$ cat src/rtl/unified_mem_arbiter_pkg.sv
// Shared types and defaults for the unified instruction/data memory arbiter.
package unified_mem_arbiter_pkg;

  // Access FSM encoding
  typedef enum logic [1:0] {
    ST_IDLE  = 2'd0,
    ST_ISSUE = 2'd1,
    ST_WAIT  = 2'd2,
    ST_RESP  = 2'd3
  } state_t;

  // Which requester owns the access in flight
  typedef enum logic {
    OWNER_FETCH = 1'b0,
    OWNER_DATA  = 1'b1
  } owner_t;

  localparam int DEFAULT_MEM_LATENCY  = 2;
  localparam int DEFAULT_STARVE_LIMIT = 2;

  // Starve counter width: wide enough to hold STARVE_LIMIT, never zero bits
  function automatic int starve_width(input int limit);
    return $clog2(limit + 2);
  endfunction

endpackage

$ cat src/rtl/unified_mem_arbiter_if.sv
// Request/response bundle between the fetch port, data port, RAM and arbiter.
interface unified_mem_arbiter_if;
  logic        if_req;
  logic [31:0] if_addr;
  logic        if_gnt;
  logic        if_valid;
  logic [31:0] if_rdata;

  logic        mem_req;
  logic        mem_we;
  logic [31:0] mem_addr;
  logic [31:0] mem_wdata;
  logic        mem_gnt;
  logic        mem_valid;
  logic [31:0] mem_rdata;

  logic        ram_en;
  logic        ram_we;
  logic [31:0] ram_addr;
  logic [31:0] ram_wdata;
  logic [31:0] ram_rdata;

  logic        busy;

  // Arbiter side
  modport slave (
    input  if_req, if_addr, mem_req, mem_we, mem_addr, mem_wdata, ram_rdata,
    output if_gnt, if_valid, if_rdata, mem_gnt, mem_valid, mem_rdata,
           ram_en, ram_we, ram_addr, ram_wdata, busy
  );

  // Requester / RAM side
  modport master (
    output if_req, if_addr, mem_req, mem_we, mem_addr, mem_wdata, ram_rdata,
    input  if_gnt, if_valid, if_rdata, mem_gnt, mem_valid, mem_rdata,
           ram_en, ram_we, ram_addr, ram_wdata, busy
  );
endinterface

$ cat src/rtl/unified_mem_arbiter_arb_priority.sv
// Winner selection: data normally wins, fetch wins once data has starved it.
module arb_priority
  import unified_mem_arbiter_pkg::*;
#(
  parameter int STARVE_W     = 2,
  parameter int STARVE_LIMIT = DEFAULT_STARVE_LIMIT
) (
  input  logic                if_req,
  input  logic                mem_req,
  input  logic [STARVE_W-1:0] starve_cnt,
  output logic                grant,
  output owner_t              owner
);

  localparam logic [STARVE_W-1:0] LIMIT = STARVE_W'(STARVE_LIMIT);

  // Combinational priority pick between the two pending requests
  always_comb begin
    grant = 1'b0;
    owner = OWNER_DATA;
    if (if_req && (!mem_req || (starve_cnt == LIMIT))) begin
      grant = 1'b1;
      owner = OWNER_FETCH;
    end else if (mem_req) begin
      grant = 1'b1;
      owner = OWNER_DATA;
    end else begin
      grant = 1'b0;
      owner = OWNER_DATA;
    end
  end

endmodule

$ cat src/rtl/unified_mem_arbiter.sv
// Single-port RAM arbiter shared by an instruction fetch port and a data port.
// One access in flight at a time: IDLE -> ISSUE -> WAIT -> RESP -> IDLE.
// MEM_LATENCY is expected in 1..7 (3-bit latency counter).
module unified_mem_arbiter
  import unified_mem_arbiter_pkg::*;
#(
  parameter int MEM_LATENCY  = DEFAULT_MEM_LATENCY,
  parameter int STARVE_LIMIT = DEFAULT_STARVE_LIMIT
) (
  input  logic                  CLK,
  input  logic                  RESET,
  unified_mem_arbiter_if.slave  bus
);

  localparam int              SW         = starve_width(STARVE_LIMIT);
  localparam logic [SW-1:0]   STARVE_MAX = SW'(STARVE_LIMIT);
  localparam logic [2:0]      LAT_LOAD   = 3'(MEM_LATENCY - 1);

  // State and latched request
  state_t        state, state_n;
  owner_t        owner, owner_n;
  logic          we, we_n;
  logic [2:0]    lat_cnt, lat_n;
  logic [SW-1:0] starve_cnt, starve_n;

  // Output registers
  logic        if_gnt_q, if_gnt_n;
  logic        if_valid_q, if_valid_n;
  logic [31:0] if_rdata_q, if_rdata_n;
  logic        mem_gnt_q, mem_gnt_n;
  logic        mem_valid_q, mem_valid_n;
  logic [31:0] mem_rdata_q, mem_rdata_n;
  logic        ram_en_q, ram_en_n;
  logic        ram_we_q, ram_we_n;
  logic [31:0] ram_addr_q, ram_addr_n;
  logic [31:0] ram_wdata_q, ram_wdata_n;
  logic        busy_q, busy_n;

  logic   win_grant;
  owner_t win_owner;

  arb_priority #(
    .STARVE_W     (SW),
    .STARVE_LIMIT (STARVE_LIMIT)
  ) u_arb_priority (
    .if_req     (bus.if_req),
    .mem_req    (bus.mem_req),
    .starve_cnt (starve_cnt),
    .grant      (win_grant),
    .owner      (win_owner)
  );

  // Next-state, counter and next-output computation
  always_comb begin
    state_n     = state;
    owner_n     = owner;
    we_n        = we;
    lat_n       = lat_cnt;
    starve_n    = starve_cnt;
    if_gnt_n    = 1'b0;
    if_valid_n  = 1'b0;
    if_rdata_n  = 32'h0000_0000;
    mem_gnt_n   = 1'b0;
    mem_valid_n = 1'b0;
    mem_rdata_n = 32'h0000_0000;
    ram_en_n    = 1'b0;
    ram_we_n    = 1'b0;
    ram_addr_n  = 32'h0000_0000;
    ram_wdata_n = 32'h0000_0000;

    case (state)
      ST_IDLE: begin
        if (win_grant) begin
          // Latch the winner; the RAM strobe registers hold its address/data
          owner_n    = win_owner;
          state_n    = ST_ISSUE;
          ram_en_n   = 1'b1;
          if (win_owner == OWNER_DATA) begin
            we_n        = bus.mem_we;
            mem_gnt_n   = 1'b1;
            ram_we_n    = bus.mem_we;
            ram_addr_n  = bus.mem_addr;
            ram_wdata_n = bus.mem_we ? bus.mem_wdata : 32'h0000_0000;
            if (bus.if_req) begin
              starve_n = (starve_cnt == STARVE_MAX) ? starve_cnt : (starve_cnt + SW'(1));
            end else begin
              starve_n = '0;
            end
          end else begin
            we_n        = 1'b0;
            if_gnt_n    = 1'b1;
            ram_we_n    = 1'b0;
            ram_addr_n  = bus.if_addr;
            ram_wdata_n = 32'h0000_0000;
            starve_n    = '0;
          end
        end else begin
          state_n  = ST_IDLE;
          starve_n = bus.if_req ? starve_cnt : '0;
        end
      end
      ST_ISSUE: begin
        // WAIT spans MEM_LATENCY cycles so the capture lines up with RAM data
        lat_n   = LAT_LOAD;
        state_n = ST_WAIT;
      end
      ST_WAIT: begin
        if (lat_cnt == 3'd0) begin
          state_n = ST_RESP;
          if (owner == OWNER_DATA) begin
            mem_valid_n = 1'b1;
            mem_rdata_n = we ? 32'h0000_0000 : bus.ram_rdata;
          end else begin
            if_valid_n = 1'b1;
            if_rdata_n = bus.ram_rdata;
          end
        end else begin
          lat_n = lat_cnt - 3'd1;
        end
      end
      ST_RESP: begin
        state_n = ST_IDLE;
      end
      default: begin
        state_n = ST_IDLE;
      end
    endcase

    busy_n = (state_n != ST_IDLE);
  end

  // State, counters and registered outputs; reset abandons any access
  always_ff @(posedge CLK) begin
    if (RESET) begin
      state       <= ST_IDLE;
      owner       <= OWNER_FETCH;
      we          <= 1'b0;
      lat_cnt     <= 3'd0;
      starve_cnt  <= '0;
      if_gnt_q    <= 1'b0;
      if_valid_q  <= 1'b0;
      if_rdata_q  <= 32'h0000_0000;
      mem_gnt_q   <= 1'b0;
      mem_valid_q <= 1'b0;
      mem_rdata_q <= 32'h0000_0000;
      ram_en_q    <= 1'b0;
      ram_we_q    <= 1'b0;
      ram_addr_q  <= 32'h0000_0000;
      ram_wdata_q <= 32'h0000_0000;
      busy_q      <= 1'b0;
    end else begin
      state       <= state_n;
      owner       <= owner_n;
      we          <= we_n;
      lat_cnt     <= lat_n;
      starve_cnt  <= starve_n;
      if_gnt_q    <= if_gnt_n;
      if_valid_q  <= if_valid_n;
      if_rdata_q  <= if_rdata_n;
      mem_gnt_q   <= mem_gnt_n;
      mem_valid_q <= mem_valid_n;
      mem_rdata_q <= mem_rdata_n;
      ram_en_q    <= ram_en_n;
      ram_we_q    <= ram_we_n;
      ram_addr_q  <= ram_addr_n;
      ram_wdata_q <= ram_wdata_n;
      busy_q      <= busy_n;
    end
  end

  assign bus.if_gnt    = if_gnt_q;
  assign bus.if_valid  = if_valid_q;
  assign bus.if_rdata  = if_rdata_q;
  assign bus.mem_gnt   = mem_gnt_q;
  assign bus.mem_valid = mem_valid_q;
  assign bus.mem_rdata = mem_rdata_q;
  assign bus.ram_en    = ram_en_q;
  assign bus.ram_we    = ram_we_q;
  assign bus.ram_addr  = ram_addr_q;
  assign bus.ram_wdata = ram_wdata_q;
  assign bus.busy      = busy_q;

endmodule
$ cat src/flat_wrapper.sv
// flat-port wrapper written by rule: the top's interface ports become plain ports
module unified_mem_arbiter_flat import unified_mem_arbiter_pkg::*;
#(
  parameter int MEM_LATENCY  = DEFAULT_MEM_LATENCY,
  parameter int STARVE_LIMIT = DEFAULT_STARVE_LIMIT
)
  (CLK, RESET, bus_if_req, bus_if_addr, bus_mem_req, bus_mem_we, bus_mem_addr, bus_mem_wdata, bus_ram_rdata, bus_if_gnt, bus_if_valid, bus_if_rdata, bus_mem_gnt, bus_mem_valid, bus_mem_rdata, bus_ram_en, bus_ram_we, bus_ram_addr, bus_ram_wdata, bus_busy);
  unified_mem_arbiter_if bus_i ();
  input  logic CLK;
  input  logic RESET;
  input wire logic [$bits(bus_i.if_req)-1:0] bus_if_req;
  input wire logic [$bits(bus_i.if_addr)-1:0] bus_if_addr;
  input wire logic [$bits(bus_i.mem_req)-1:0] bus_mem_req;
  input wire logic [$bits(bus_i.mem_we)-1:0] bus_mem_we;
  input wire logic [$bits(bus_i.mem_addr)-1:0] bus_mem_addr;
  input wire logic [$bits(bus_i.mem_wdata)-1:0] bus_mem_wdata;
  input wire logic [$bits(bus_i.ram_rdata)-1:0] bus_ram_rdata;
  output wire logic [$bits(bus_i.if_gnt)-1:0] bus_if_gnt;
  output wire logic [$bits(bus_i.if_valid)-1:0] bus_if_valid;
  output wire logic [$bits(bus_i.if_rdata)-1:0] bus_if_rdata;
  output wire logic [$bits(bus_i.mem_gnt)-1:0] bus_mem_gnt;
  output wire logic [$bits(bus_i.mem_valid)-1:0] bus_mem_valid;
  output wire logic [$bits(bus_i.mem_rdata)-1:0] bus_mem_rdata;
  output wire logic [$bits(bus_i.ram_en)-1:0] bus_ram_en;
  output wire logic [$bits(bus_i.ram_we)-1:0] bus_ram_we;
  output wire logic [$bits(bus_i.ram_addr)-1:0] bus_ram_addr;
  output wire logic [$bits(bus_i.ram_wdata)-1:0] bus_ram_wdata;
  output wire logic [$bits(bus_i.busy)-1:0] bus_busy;
  assign bus_i.if_req = bus_if_req;
  assign bus_i.if_addr = bus_if_addr;
  assign bus_i.mem_req = bus_mem_req;
  assign bus_i.mem_we = bus_mem_we;
  assign bus_i.mem_addr = bus_mem_addr;
  assign bus_i.mem_wdata = bus_mem_wdata;
  assign bus_i.ram_rdata = bus_ram_rdata;
  assign bus_if_gnt = bus_i.if_gnt;
  assign bus_if_valid = bus_i.if_valid;
  assign bus_if_rdata = bus_i.if_rdata;
  assign bus_mem_gnt = bus_i.mem_gnt;
  assign bus_mem_valid = bus_i.mem_valid;
  assign bus_mem_rdata = bus_i.mem_rdata;
  assign bus_ram_en = bus_i.ram_en;
  assign bus_ram_we = bus_i.ram_we;
  assign bus_ram_addr = bus_i.ram_addr;
  assign bus_ram_wdata = bus_i.ram_wdata;
  assign bus_busy = bus_i.busy;
  unified_mem_arbiter #(.MEM_LATENCY(MEM_LATENCY), .STARVE_LIMIT(STARVE_LIMIT)) u_core (.CLK(CLK), .RESET(RESET), .bus(bus_i));
endmodule
$ cat config.mk
export PLATFORM = sky130hd
export DESIGN_NAME = unified_mem_arbiter_flat
export DESIGN_NICKNAME = d
export VERILOG_FILES = /design/src/rtl/unified_mem_arbiter_pkg.sv /design/src/rtl/unified_mem_arbiter_if.sv /design/src/rtl/unified_mem_arbiter_arb_priority.sv /design/src/rtl/unified_mem_arbiter.sv /design/src/flat_wrapper.sv
export SDC_FILE = /design/constraint.sdc
export NUM_CORES = 1
export LEC_CHECK = 0
export CORE_MARGIN = 1.5
export CORE_UTILIZATION = 36
export CTS_CLUSTER_DIAMETER = 80
export DETAILED_ROUTE_END_ITERATION = 10
export HOLD_SLACK_MARGIN = 0.15
export PLACE_DENSITY_LB_ADDON = 0.12
export SYNTH_ARGS = -nofsm -noshare
export SYNTH_HDL_FRONTEND = slang
export SYNTH_SLANG_ARGS = --single-unit
$ cat constraint.sdc
create_clock -name CLK -period 1.9 [get_ports CLK]
set_input_delay 0.285 -clock CLK [delete_from_list [all_inputs] [get_ports CLK]]
set_output_delay 0.285 -clock CLK [all_outputs]
set_load 0.005 [all_outputs]
; Yosys cells after proc, flatten, opt, wreduce, memory -nomap -nowiden
; Index checks and enable logic that the tools add are counted.
[totals]
register_bits = 144
in_bits = 133
output_inout_bits = 135
elab_cells = 66
[op_classes]
add_sub_neg = 2
n_eq_ne = 7
muxes = 19
n_bitwise = 6
n_reduce_logical = 16
[ops]
columns = operator, count
row1 = 32-bit 2-to-1 mux, 1
row2 = 2-bit 2-to-1 mux, 6
row3 = 5-bit OR reduction, 2
row4 = 1-bit 2-to-1 mux, 9
row5 = 2-bit case mux with 4 select lines, 1
row6 = "2-bit == test, second input constant", 3
row7 = 1-bit NOT, 6
row8 = 3-bit case mux with 2 select lines, 1
row9 = 3-bit OR reduction, 2
row10 = 2-bit AND reduction, 2
row11 = 2-bit nonzero test, 2
row12 = 4-bit OR reduction, 1
row13 = 3-bit logical NOT, 1
row14 = 3-bit 2-to-1 mux, 1
row15 = "3-bit inequality test, second input constant", 1
row16 = 3-bit AND reduction, 1
row17 = "3-bit by 1-bit subtractor with 3-bit output, second input constant", 1
row18 = "2-bit by 1-bit adder with 2-bit output, second input constant", 1
row19 = "2-bit by 1-bit == test with 1-bit output, second input constant", 1
row20 = 2-bit logical NOT, 1
row21 = "2-bit by 1-bit inequality test with 1-bit output, second input constant", 1
row22 = "2-bit inequality test, second input constant", 1
row23 = 2-bit OR reduction, 1
row24 = 1-bit logical AND, 1
row25 = other kinds (2), 2

; Logic depth before layout (Yosys ltp)
; Gate-level depths: netlist of the first run.
[depth]
depth_word = 7
mapped_depth = 7
ltp_nobuf = 6

; Hierarchy
; Synthesis of the first run repeated with hierarchy kept, for this count alone.
[unflattened]
hier_cells = 381
area_unflattened_um2 = 4411.7
[modules_own_cells]
columns = mod, instances, cells_each, area_per_inst_um2
row1 = unified_mem_arbiter, 1, 377, 4390.5
row2 = arb_priority, 1, 4, 21.3

; Least setup slack after synthesis of the first run
; OpenSTA, ideal clock, no wires.
[synth_timing]
path_kind = flip-flop to flip-flop
from = register u_core.state[0]
to = register u_core.ram_wdata_q[0] (netlist: u_core.bus.ram_wdata[0])
setup_ns = 0.060
t_arrival_ns = 1.454
required_time_ns = 1.840
slack_ns = 0.386
stages_incl_launch_ff = 8
path_buffers = 2
period_less_slack_ns = 1.514
path_cell_list = dfxtp_1 inv_1 ha_1 nand2b_2 a211oi_4 buf_4 buf_6 and3_1
[synth_between]
elab_chain_cells = 3
[synth_rtl]
columns = item, line_no
row1 = "start, declared", unified_mem_arbiter.sv:20  ; state_t state, state_n;
row2 = "start signal, assigned", unified_mem_arbiter.sv:152  ; state <= state_n;
row3 = 2-bit logical NOT, unified_mem_arbiter.sv:71  ; case (state)
row4 = 1-bit NOT (no source line), --
row5 = 5-bit OR reduction (no source line), --
row6 = "end signal, assigned", unified_mem_arbiter.sv:166  ; ram_wdata_q <= ram_wdata_n;
row7 = "end, declared", unified_mem_arbiter.sv:36  ; logic [31:0] ram_wdata_q, ram_wdata_n;
; No other way between the ends.
; A chain may end at the register's enable or synchronous reset.

; Worst setup path after layout of the first run
[layout_timing]
from = register u_core.state[0]
to = register u_core.ram_wdata_q[4] (netlist: u_core.bus.ram_wdata[4])
; Same word-level chain as after synthesis.

==> results of run 1 <==
[report_power, final]
part | leakage (nW) | internal (mW) | switching [mW]
Clock | 0.303 | 2.26 | 1.19
Sequential | 1.17 | 3.20 | 0.0534
Combinational | 1.67 | 0.674 | 0.359
Total | 3.15 | 6.13 | 1.60
[logic make-up after synthesis]
logic type | share of synthesized area [%]
DFF | 68.3
and+or+nand+nor | 17.3
AOI/OAI and AO/OA | 8.83
buffers and inverters | 3.17
adders and majority gates | 2.08
muxes | 0.267
[cell type report]
type                            count  area (µm²)
Clock inverter                     10         160
Clock buffer                       21         460
Multi-Input combinational cell    170        1220
Timing Repair Buffer              274        2790
Sequential cell                   144        2880
Tap cell                          143         179
Inverter                            9        33.8
Fill cell                         866        3690
[final timing paths]
check                                           from  slack, ns                  endpoint
worst max-delay path                 u_core.state[0]       0.18   u_core.bus.ram_wdata[4]
worst min-delay path               bus_ram_rdata[26]       0.45  u_core.bus.mem_rdata[26]
worst max register to register       u_core.state[0]       0.18   u_core.bus.ram_wdata[4]
worst min register to register  u_core.starve_cnt[0]       0.47      u_core.starve_cnt[0]
[per-layer routing]
metal,routed length (µm),vias up
met5,0,-
met4,335,0
met3,829,23
met2,6360,154
met1,4810,1617
li1,-,1697
[sequential cells by signal, summed over array words and instances (netlist names), 2 cells and up]
name	flops
u_core.bus.if_rdata	32
u_core.state	2
u_core.lat_cnt	3
u_core.starve_cnt	2
u_core.bus.ram_wdata	32
u_core.bus.ram_addr	32
u_core.bus.mem_rdata	32
[stage by stage]
step / instances / setup slack [ns] / power [mW] / cell area (µm²) / hold slack [ns]
6_report: 771 / 0.178 / 7.73 / 7720 / 0.453
5_1_grt: 771 / 0.0555 / 8.02 / 7720 / 0.445
4_1_cts: 771 / 0.172 / 7.82 / 7720 / 0.434
3_5_place_dp: 740 / 0.119 / 4.35 / 7100 / 0.469
3_3_place_gp: 740 / 0.151 / 4.32 / 7100 / 0.458
2_1_floorplan: 343 / 0.386 / 3.65 / 4220 / 0.407
[cells in the mapped netlist (all sizes together)]
cell    number
clkbuf      12
o21ai        2
o21a         1
a21oi        4
inv          9
nand4b       1
and2        65
a211oi       1
dfxtp      144
nor2         5
o31ai        2
and3        32
a22o        32
o211a        1
mux2         1
or2          2
ha           7
nand2        1
nor2b        1
nor3b        1
buf          8
nor3         2
a32o         1
or3          2
nand2b       5
nand4        1
[critical path: cells and delay by family, from the launching register on]
family | cells | cell delay (ns)
AND/OR/NAND/NOR | 2 | 0.33
buffers and inverters | 2 | 0.35
flip-flops | 1 | 0.33
AO/OA/AOI/OAI | 1 | 0.34
adder cells (fa/ha/maj) | 1 | 0.31
[layout by cell type, fill, tap and decap left out, types with 3 or more instances in the layout]
cell type / instances
buf_12: 5
inv_1: 9
dfxtp_1: 144
ha_1: 7
clkdlybuf4s50_1: 267
bufinv_16: 4
a21oi_1: 4
nand2b_1: 4
and2_1: 65
a22o_1: 32
and3_1: 32
clkbuf_16: 17
nor2_1: 5
clkinv_2: 3
==> run_results.csv, run 1 <==
group,metric,value,unit
floorplan,floorplan.die.height,111,µm
route,dr.first_iter.drc_count,148,
critical_path,critical_path_class,"reg -> reg",
clocking,cts.reportedPaths.clkPinSlew,0.06,ns
route,route.antenna.remaining_nets,0,
final_layout,antenna_cells_inserted,0,
synthesis,yosys_register_bits,144,
route,post_drt_wl_per_cell,16.0,µm
clocking,tritoncts,"yes",
floorplan,die-area,0.0124,mm²
synthesis,syn_area,0.00422,mm²
synthesis,synthDominantAreaCellType,"dfxtp_1",
synthesis,synthesis.nets,483,
timing,finalClockSkew,0.00704,ns
clocking,post_cts_hold_buffer_count,0,
grt,grt_antenna_before_repair,0,
grt,grt.total_usage,20.1,%
clocking,cts_setup_buffers,0,
clocking,tritoncts.num_buffers,17,
critical_path,critical-path-max-stage-delay,0.34,ns
clocking,post_cts_resized,0,
grt,grt_busiest_layer,"met2",
power,power.density,1000,mW/mm²
route,remaining_drc_errors,0,
timing,tightest_slew,0.349,ns
synthesis,synth.distinct_cells,29,
synthesis,synth_top_area_share,68.3,%
timing,final_period_minus_worst_setup_slack,1.72,ns
clocking,ctsHtreeMaxLevel,4,
grt,number_of_global_route_vias_before_repair,3553,
grt,grt_overflow_total,0,
synthesis,synth_warnings,0,
timing,tns,0,ns
floorplan,core,0.0114,mm²
final_layout,finalNetCount,756,
timing,timing.final.crit_share,90.6,%
critical_path,worst_path_max_delay_cell,"a211oi_4",
timing,fin_max_slew_vios,0,
placed_design,finalWeightedCongestion,0.771,
placed_design,post-dp-hpwl,8.97,mm
clocking,root_cell_of_the_clock_tree,"clkbuf_16",
route,avgViaCountPerCell,4.53,
critical_path,cp-start-kind,"flip-flop",
clocking,worst_skew_pair.late_latency,0.41,ns
synthesis,postSynthCellCount,343,
final_layout,post-route-util,67.6,%
floorplan,initial_core_util,37.0,%
run_status,status,"finished clean",
grt,grt.met1_usage,21.2,%
route,via_count,3491,
timing,hold_viol_final,0,
floorplan,rows,39,
grt,groute.layer.met2.usage,35.2,%
worst_hold_path,min-delay-path-class,"in -> reg",
timing,maxSlewHeadroom,76.7,%
power,vdd_drop_max,0.000849,V
clocking,ctsLongestPathBuffers,2,
worst_hold_path,hold_depth,2,
critical_path,critical_path_arrival,2.07,ns
timing,timing.fmax,581,MHz
final_layout,layout-drive-gt1-share,7.01,%
flow_run,max_cap_viol_count,0,
critical_path,cp_cell_sequence,"inv_1 -> ha_1 -> nand2b_2 -> a211oi_4 -> buf_12 -> and3_1",
final_layout,synthToLayoutAreaGrowth,83.0,%
placed_design,quantity_of_i_o_buffers_inserted_on_ports,267,
timing,rsz0062_at_grt,"false",
critical_path,required,2.25,ns
route,drt-total-wl,12.3,mm
grt,grt_max_degree,41,
clocking,cts.sink_count,144,
critical_path,worst-path-max-fanout,40,
floorplan,count_of_boundary_i_o_pins,268,
critical_path,reg2reg_depth,6,
route,drtPass1Iterations,4,
timing,finalSetupViolations,0,
power,total_leakage_power,3.15,nW
synthesis,syn-mean-instance-area,12.3,µm²
grt,grt_use_met3,7.27,%
floorplan,fp.dieW,111,µm
grt,grt_first_pass_wirelength,18.9,mm
synthesis,synth-seq-area-share,68.3,%
critical_path,worst_setup_path_end_kind,"flip-flop",
synthesis,synth.area.top_cells,"dfxtp_1 68%, and2_1 9.6%, a22o_1 6.6%",
Note: power is estimated with default switching activity, not from simulation.
==> run 2, diff against run 1 <==
--- a/config.mk
+++ b/config.mk
@@ -5,8 +5,9 @@
 export SDC_FILE = /design/constraint.sdc
 export NUM_CORES = 1
 export LEC_CHECK = 0
+export ABC_AREA = 1
 export CORE_MARGIN = 1.5
-export CORE_UTILIZATION = 36
+export CORE_UTILIZATION = 37
 export CTS_CLUSTER_DIAMETER = 80
 export DETAILED_ROUTE_END_ITERATION = 10
 export HOLD_SLACK_MARGIN = 0.15
==> constraint.sdc (replaced) <==
create_clock -name CLK -period 1.9 [get_ports CLK]
set_input_delay 0.38 -clock CLK [delete_from_list [all_inputs] [get_ports CLK]]
set_output_delay 0.38 -clock CLK [all_outputs]
set_load 0.005 [all_outputs]
==> run 2 against run 1 <==
- combinational power up 71%
- fmax is 5.5% higher
- via count is 16% higher
- routed wire length up 1.0%
==> run_results.csv, run 2 <==
group,metric,value,unit
run_status,status,"finished clean",
worst_hold_path,min_to,"u_core.lat_cnt[1]",
power,total_switching_power,2.08,mW
timing,final.setup.worst_slack,0.268,ns
critical_path,cp_cell_sequence,"clkdlybuf4s50_1",
critical_path,cp-start-kind,"flip-flop",
grt,grt_antenna_before_repair,0,
clocking,tritoncts.num_buffers,17,
route,drt-total-wl,12.5,mm
critical_path,endpoint_of_the_worst_register_to_register_path,"u_core.bus.ram_wdata[28]",
final_layout,antenna_cells_inserted,0,
power,p_total,8.44,mW
power,power.density,1070,mW/mm²
placed_design,detailed_place.area,0.00729,mm²
clocking,post_cts_hold_buffer_count,0,
floorplan,count_of_boundary_i_o_pins,268,
synthesis,synth_warnings,0,
critical_path,critical-path-max-stage-delay,0.53,ns
power,switching_part_of_the_total,24.6,%
synthesis,synth_top_area_share,64.0,%
final_layout,final_design_area_no_fill,0.00787,mm²
clocking,cts.sink_count,144,
synthesis,synth_commonest_cells,"144 x dfxtp_1, 101 x nor2_1, 83 x inv_1, 69 x nand3_1, 46 x nand2_1",
timing,timing.final.crit_share,85.9,%
power,pwr-share-comb,20.9,%
worst_hold_path,hold_depth,2,
floorplan,die-area,0.0128,mm²
critical_path,worst_path_max_delay_cell,"clkdlybuf4s50_1",
flow_run,max_cap_viol_count,0,
power,total_leakage_power,3.54,nW
final_layout,finalNetCount,906,
worst_hold_path,hold_path.startpoint,"u_core.lat_cnt[1]",
grt,number_of_global_route_vias_before_repair,3940,
synthesis,synth.distinct_cells,19,
critical_path,required,1.52,ns
route,dr.first_iter.drc_count,226,
route,remaining_drc_errors,0,
route,drtPass1Iterations,6,
placed_design,post-dp-hpwl,9.37,mm
power,vdd_drop_max,0.000641,V
synthesis,postSynthCellCount,495,
timing,maxSlewHeadroom,64.4,%
final_layout,synthToLayoutAreaGrowth,74.8,%
timing,timing.fmax,613,MHz
synthesis,asyncSetResetFlopFracSynth,0,%
placed_design,finalWeightedCongestion,0.761,
timing,finalSetupViolations,0,
critical_path,rr_startpoint,"u_core.state[0]",
route,post_drt_wl_per_cell,13.5,µm
timing,tightest_slew,0.533,ns
critical_path,worst-r2r-setup-slack,0.34,ns
critical_path,critical_path_buf_inv_count,1,
placed_design,quantity_of_i_o_buffers_inserted_on_ports,267,
synthesis,synthDominantAreaCellType,"dfxtp_1",
grt,grt.total_usage,19.5,%
grt,grt_overflow_total,0,
floorplan,core,0.0120,mm²
timing,rsz0062_at_grt,"false",
power,p_seq_share,41.0,%
power,p_int,6.36,mW
synthesis,synth_edf_count,0,
final_layout,multi_input_comb_area,0.00114,mm²
floorplan,floorplan.die.height,113,µm
final_layout,layout.area.seq,0.00288,mm²
timing,hold_viol_final,0,
critical_path,worst_setup_path_end_kind,"output pin",
timing,fin_max_slew_vios,0,
floorplan,initial_core_util,37.6,%
placed_design,dp_slack,0.0105,ns
critical_path,critical_path_arrival,1.25,ns
clocking,ctsHtreeMaxLevel,4,
clocking,cts.reportedPaths.clkPinSlew,0.06,ns
final_layout,layout.cells.most_common_list,"267 x clkdlybuf4s50_1, 144 x dfxtp_1, 101 x nor2_1",
final_layout,layout.filler_cells,989,
critical_path,reg2reg_depth,6,
critical_path,critical_path_class,"reg -> out",
clocking,tritoncts,"yes",
timing,finalClockSkew,0.00780,ns
clocking,post_cts_resized,0,
synthesis,synth.area.top_cells,"dfxtp_1 64%, nor2_1 8.4%, nand3_1 7.7%",
clocking,cts_setup_buffers,0,
floorplan,fp.dieW,113,µm
final_layout,layout-drive-gt1-share,5.91,%
timing,final_period_minus_worst_setup_slack,1.63,ns
route,via_count,4036,
clocking,ctsLongestPathBuffers,2,
critical_path,worst-path-max-fanout,1,
synthesis,commonest_register_cell_after_synthesis,"dfxtp_1",
synthesis,syn-mean-instance-area,9.09,µm²
critical_path,category_of_cells_accounting_for_the_largest_share_of_critical_path_delay,"buffers and inverters",
synthesis,synthesis.nets,635,
power,clockPowerShare,38.2,%
clocking,root_cell_of_the_clock_tree,"clkbuf_16",
synthesis,yosys_register_bits,144,
grt,grt_first_pass_wirelength,19.2,mm
synthesis,syn_area,0.00450,mm²
floorplan,rows,40,
final_layout,final_common_cell,"clkdlybuf4s50_1",
route,avgViaCountPerCell,4.36,
route,route.antenna.remaining_nets,0,
clocking,worst_skew_pair.late_latency,0.41,ns
grt,grt_max_degree,53,
worst_hold_path,min-delay-path-class,"reg -> reg",
synthesis,synth-seq-area-share,64.0,%
timing,tns,0,ns
synthesis,post-synth-top-count-cell,"dfxtp_1",
run 2: cell count changes after synthesis, sizes merged, moves of 49 or more:
cell / change
nand2: +49
inv: +76
nor2: +99
nand3: +70
and2: -65
run 2: cells by family (layout without fill, tap and decap cells):
group / Yosys count / in the layout / share of synthesized area (%)
fa+ha+maj: 7 / 7 / 1.95
compound gates: 10 / 10 / 1.11
buf+inv: 107 / 390 / 10.6
simple gates: 227 / 227 / 22.3
flops: 144 / 144 / 64.0
run 2: per-layer routing:
layer	global-route usage (%)	vias up	wire, µm
li1	-	2028	-
met1	18.9	1822	4560
met2	35.9	161	6460
met3	7.61	25	1080
met4	9.92	0	371
met5	0	-	0
run 2: final cells by class:
type	count	share of cell area, %
Inverter	85	4.05
Timing Repair Buffer	274	35.1
Tap cell	147	2.34
Multi-Input combinational cell	244	14.5
Clock inverter	9	1.37
Sequential cell	144	36.6
Clock buffer	22	6.03
run 2: worst max-delay path by stage:
stage | endpoint | slack, ns | start | depth (start not counted)
after CTS | bus_ram_addr[23] | 0.23 | u_core.bus.ram_addr[23] | 1
after floorplan | u_core.bus.ram_addr[24] | 0.63 | u_core.state[0] | 8
after detailed placement | u_core.bus.ram_wdata[3] | 0.01 | bus_mem_req | 5
after global placement | u_core.bus.ram_addr[22] | 0.09 | bus_if_req | 5
after global routing | u_core.bus.ram_wdata[28] | 0.13 | u_core.state[0] | 6
final | bus_if_rdata[1] | 0.27 | u_core.bus.if_rdata[1] | 1
run 2: stage by stage:
stage                     std cells  utilization [%]  hold WS (ns)
after CTS                       925             65.8         0.471
after global routing            925             65.8         0.485
after global placement          894             60.9         0.456
after detailed placement        894             60.9         0.474
after floorplan                 495                -         0.442
final                           925             65.8         0.482
run 2: power by group through the flow:
stage / Clock (mW) / Sequential, mW / Combinational [mW]
6_report: 3.22 / 3.46 / 1.76
5_1_grt: 3.44 / 3.49 / 1.93
4_1_cts: 3.30 / 3.46 / 1.79
3_5_place_dp: 0 / 3.52 / 1.77
3_3_place_gp: 0 / 3.51 / 1.74
2_1_floorplan: 0 / 3.55 / 0.750
run 2: worst min-delay path, cell delays in order, from the launching register on:
cell and delay [ns]:
dfxtp_1 0.31, nand3_1 0.07, a21oi_1 0.06
==> run 3, diff against run 2 <==
--- a/config.mk
+++ b/config.mk
@@ -11,6 +11,7 @@
 export CTS_CLUSTER_DIAMETER = 80
 export DETAILED_ROUTE_END_ITERATION = 10
 export HOLD_SLACK_MARGIN = 0.15
+export MAX_ROUTING_LAYER = met4
 export PLACE_DENSITY_LB_ADDON = 0.12
 export SYNTH_ARGS = -nofsm -noshare
 export SYNTH_HDL_FRONTEND = slang
==> run 3 against run 2 <==
- sequential share of layout area did not move
- routed wire length about the same
- die area unchanged
- critical endpoint is now bus_ram_addr[23]
==> run_results.csv, run 3 (synthesized netlist as in run 2, its figures left out) <==
group,metric,value,unit
floorplan,floorplan.die.height,113,µm
clocking,cts_setup_buffers,0,
grt,grt_max_degree,53,
route,dr.first_iter.drc_count,248,
final_layout,final_design_area_no_fill,0.00787,mm²
worst_hold_path,hold_path.startpoint,"u_core.lat_cnt[1]",
critical_path,cp-start-kind,"flip-flop",
grt,grt_first_pass_wirelength,19.3,mm
clocking,ctsLongestPathBuffers,2,
critical_path,crit_cells,1,
floorplan,rows,40,
critical_path,cp_cell_sequence,"clkdlybuf4s50_1",
grt,grt_antenna_before_repair,0,
clocking,tritoncts,"yes",
route,remaining_drc_errors,0,
timing,finalClockSkew,0.00913,ns
timing,timing.fmax,612,MHz
critical_path,worst_path_max_delay_cell,"clkdlybuf4s50_1",
clocking,post_cts_hold_buffer_count,0,
critical_path,critical_path_arrival,1.25,ns
power,p_total,8.44,mW
clocking,cts.sink_count,144,
floorplan,die-area,0.0128,mm²
critical_path,worst-path-max-fanout,1,
final_layout,layout-drive-gt1-share,5.91,%
route,drt-total-wl,12.5,mm
timing,rsz0062_at_grt,"false",
flow_run,max_cap_viol_count,0,
critical_path,reg2reg_depth,6,
timing,maxSlewHeadroom,64.9,%
final_layout,synthToLayoutAreaGrowth,74.8,%
floorplan,fp.dieW,113,µm
timing,timing.final.crit_share,86.0,%
placed_design,finalWeightedCongestion,0.771,
timing,final_period_minus_worst_setup_slack,1.63,ns
critical_path,category_of_cells_accounting_for_the_largest_share_of_critical_path_delay,"buffers and inverters",
route,avgViaCountPerCell,4.35,
timing,tightest_slew,0.526,ns
clocking,root_cell_of_the_clock_tree,"clkbuf_16",
run_status,status,"finished clean",
critical_path,worst_setup_path_end_kind,"output pin",
clocking,cts.reportedPaths.clkPinSlew,0.06,ns
timing,fin_max_slew_vios,0,
floorplan,core,0.0120,mm²
placed_design,detailed_place.area,0.00729,mm²
route,drtPass1Iterations,6,
power,power.density,1070,mW/mm²
critical_path,critical_path_buf_inv_count,1,
critical_path,required,1.52,ns
final_layout,layout.cells.non_filler,925,
timing,hold_viol_final,0,
final_layout,finalNetCount,906,
critical_path,critical_path_class,"reg -> out",
timing,hold_slack,0.480,ns
placed_design,dp_slack,0.0105,ns
floorplan,count_of_boundary_i_o_pins,268,
power,vdd_drop_max,0.000640,V
clocking,post_cts_resized,0,
critical_path,critical-path-max-stage-delay,0.54,ns
final_layout,layout.cells.most_common_list,"267 x clkdlybuf4s50_1, 144 x dfxtp_1, 101 x nor2_1",
final_layout,antenna_cells_inserted,0,
placed_design,dp_cells,894,
critical_path,worst-r2r-setup-slack,0.34,ns
critical_path,endpoint_of_the_worst_register_to_register_path,"u_core.bus.ram_wdata[28]",
grt,grt_overflow_total,0,
critical_path,worst_setup_path_startpoint,"u_core.bus.ram_addr[23]",
final_layout,final_common_cell,"clkdlybuf4s50_1",
critical_path,setup.worst_path.end,"bus_ram_addr[23]",
final_layout,post-route-util,65.8,%
grt,grt.total_usage,20.2,%
clocking,worst_skew_pair.late_latency,0.41,ns
placed_design,post-dp-hpwl,9.37,mm
critical_path,rr_startpoint,"u_core.state[0]",
route,post_drt_wl_per_cell,13.5,µm
timing,tns,0,ns
clocking,tritoncts.num_buffers,17,
route,route.antenna.remaining_nets,0,
power,total_leakage_power,3.54,nW
worst_hold_path,min-delay-path-class,"reg -> reg",
floorplan,initial_core_util,37.6,%
route,via_count,4024,
clocking,ctsHtreeMaxLevel,4,
timing,final.setup.worst_slack,0.267,ns
grt,number_of_global_route_vias_before_repair,3935,
timing,finalSetupViolations,0,
placed_design,quantity_of_i_o_buffers_inserted_on_ports,267,
## run 3: cell counts in the layout (fill, tap and decap cells not counted)
No cell type changed its count.
## run 3: worst min-delay path by stage
stage / end / slack, ns / cells past startpoint
finish: u_core.lat_cnt[1] / 0.48 / 2
global route: u_core.bus.ram_wdata[4] / 0.48 / 3
CTS: u_core.bus.ram_wdata[30] / 0.47 / 3
detailed placement: u_core.lat_cnt[1] / 0.47 / 2
global placement: u_core.starve_cnt[1] / 0.46 / 2
floorplan: u_core.starve_cnt[1] / 0.44 / 2
## run 3: per-layer routing
layer	track usage, %	routed length, µm	vias to the layer above
met4	9.92	350	0
met5	-	0	-
li1	-	-	2027
met3	7.02	1000	25
met2	35.9	6510	161
met1	19.5	4590	1811
## run 3: layout make-up
class,instances,area [µm²]
fillers,989,4090
multi-input cells,244,1140
clock inverters,9,108
well taps,147,184
flip-flops and latches,144,2880
inverters,85,319
repair buffers,274,2760
clock buffers,22,474
## run 3: power breakdown
part	internal (mW)	total, mW	switching, mW	leakage [nW]
Sequential	3.36	3.46	0.0969	1.17
Clock	2.03	3.22	1.19	0.282
Combinational	0.972	1.76	0.791	2.09
Total	6.36	8.44	2.08	3.54
## run 3: worst min-delay path, stage by stage, from the launching register on
cell     delay (ns)
dfxtp_1        0.31
nand3_1        0.07
a21oi_1        0.06
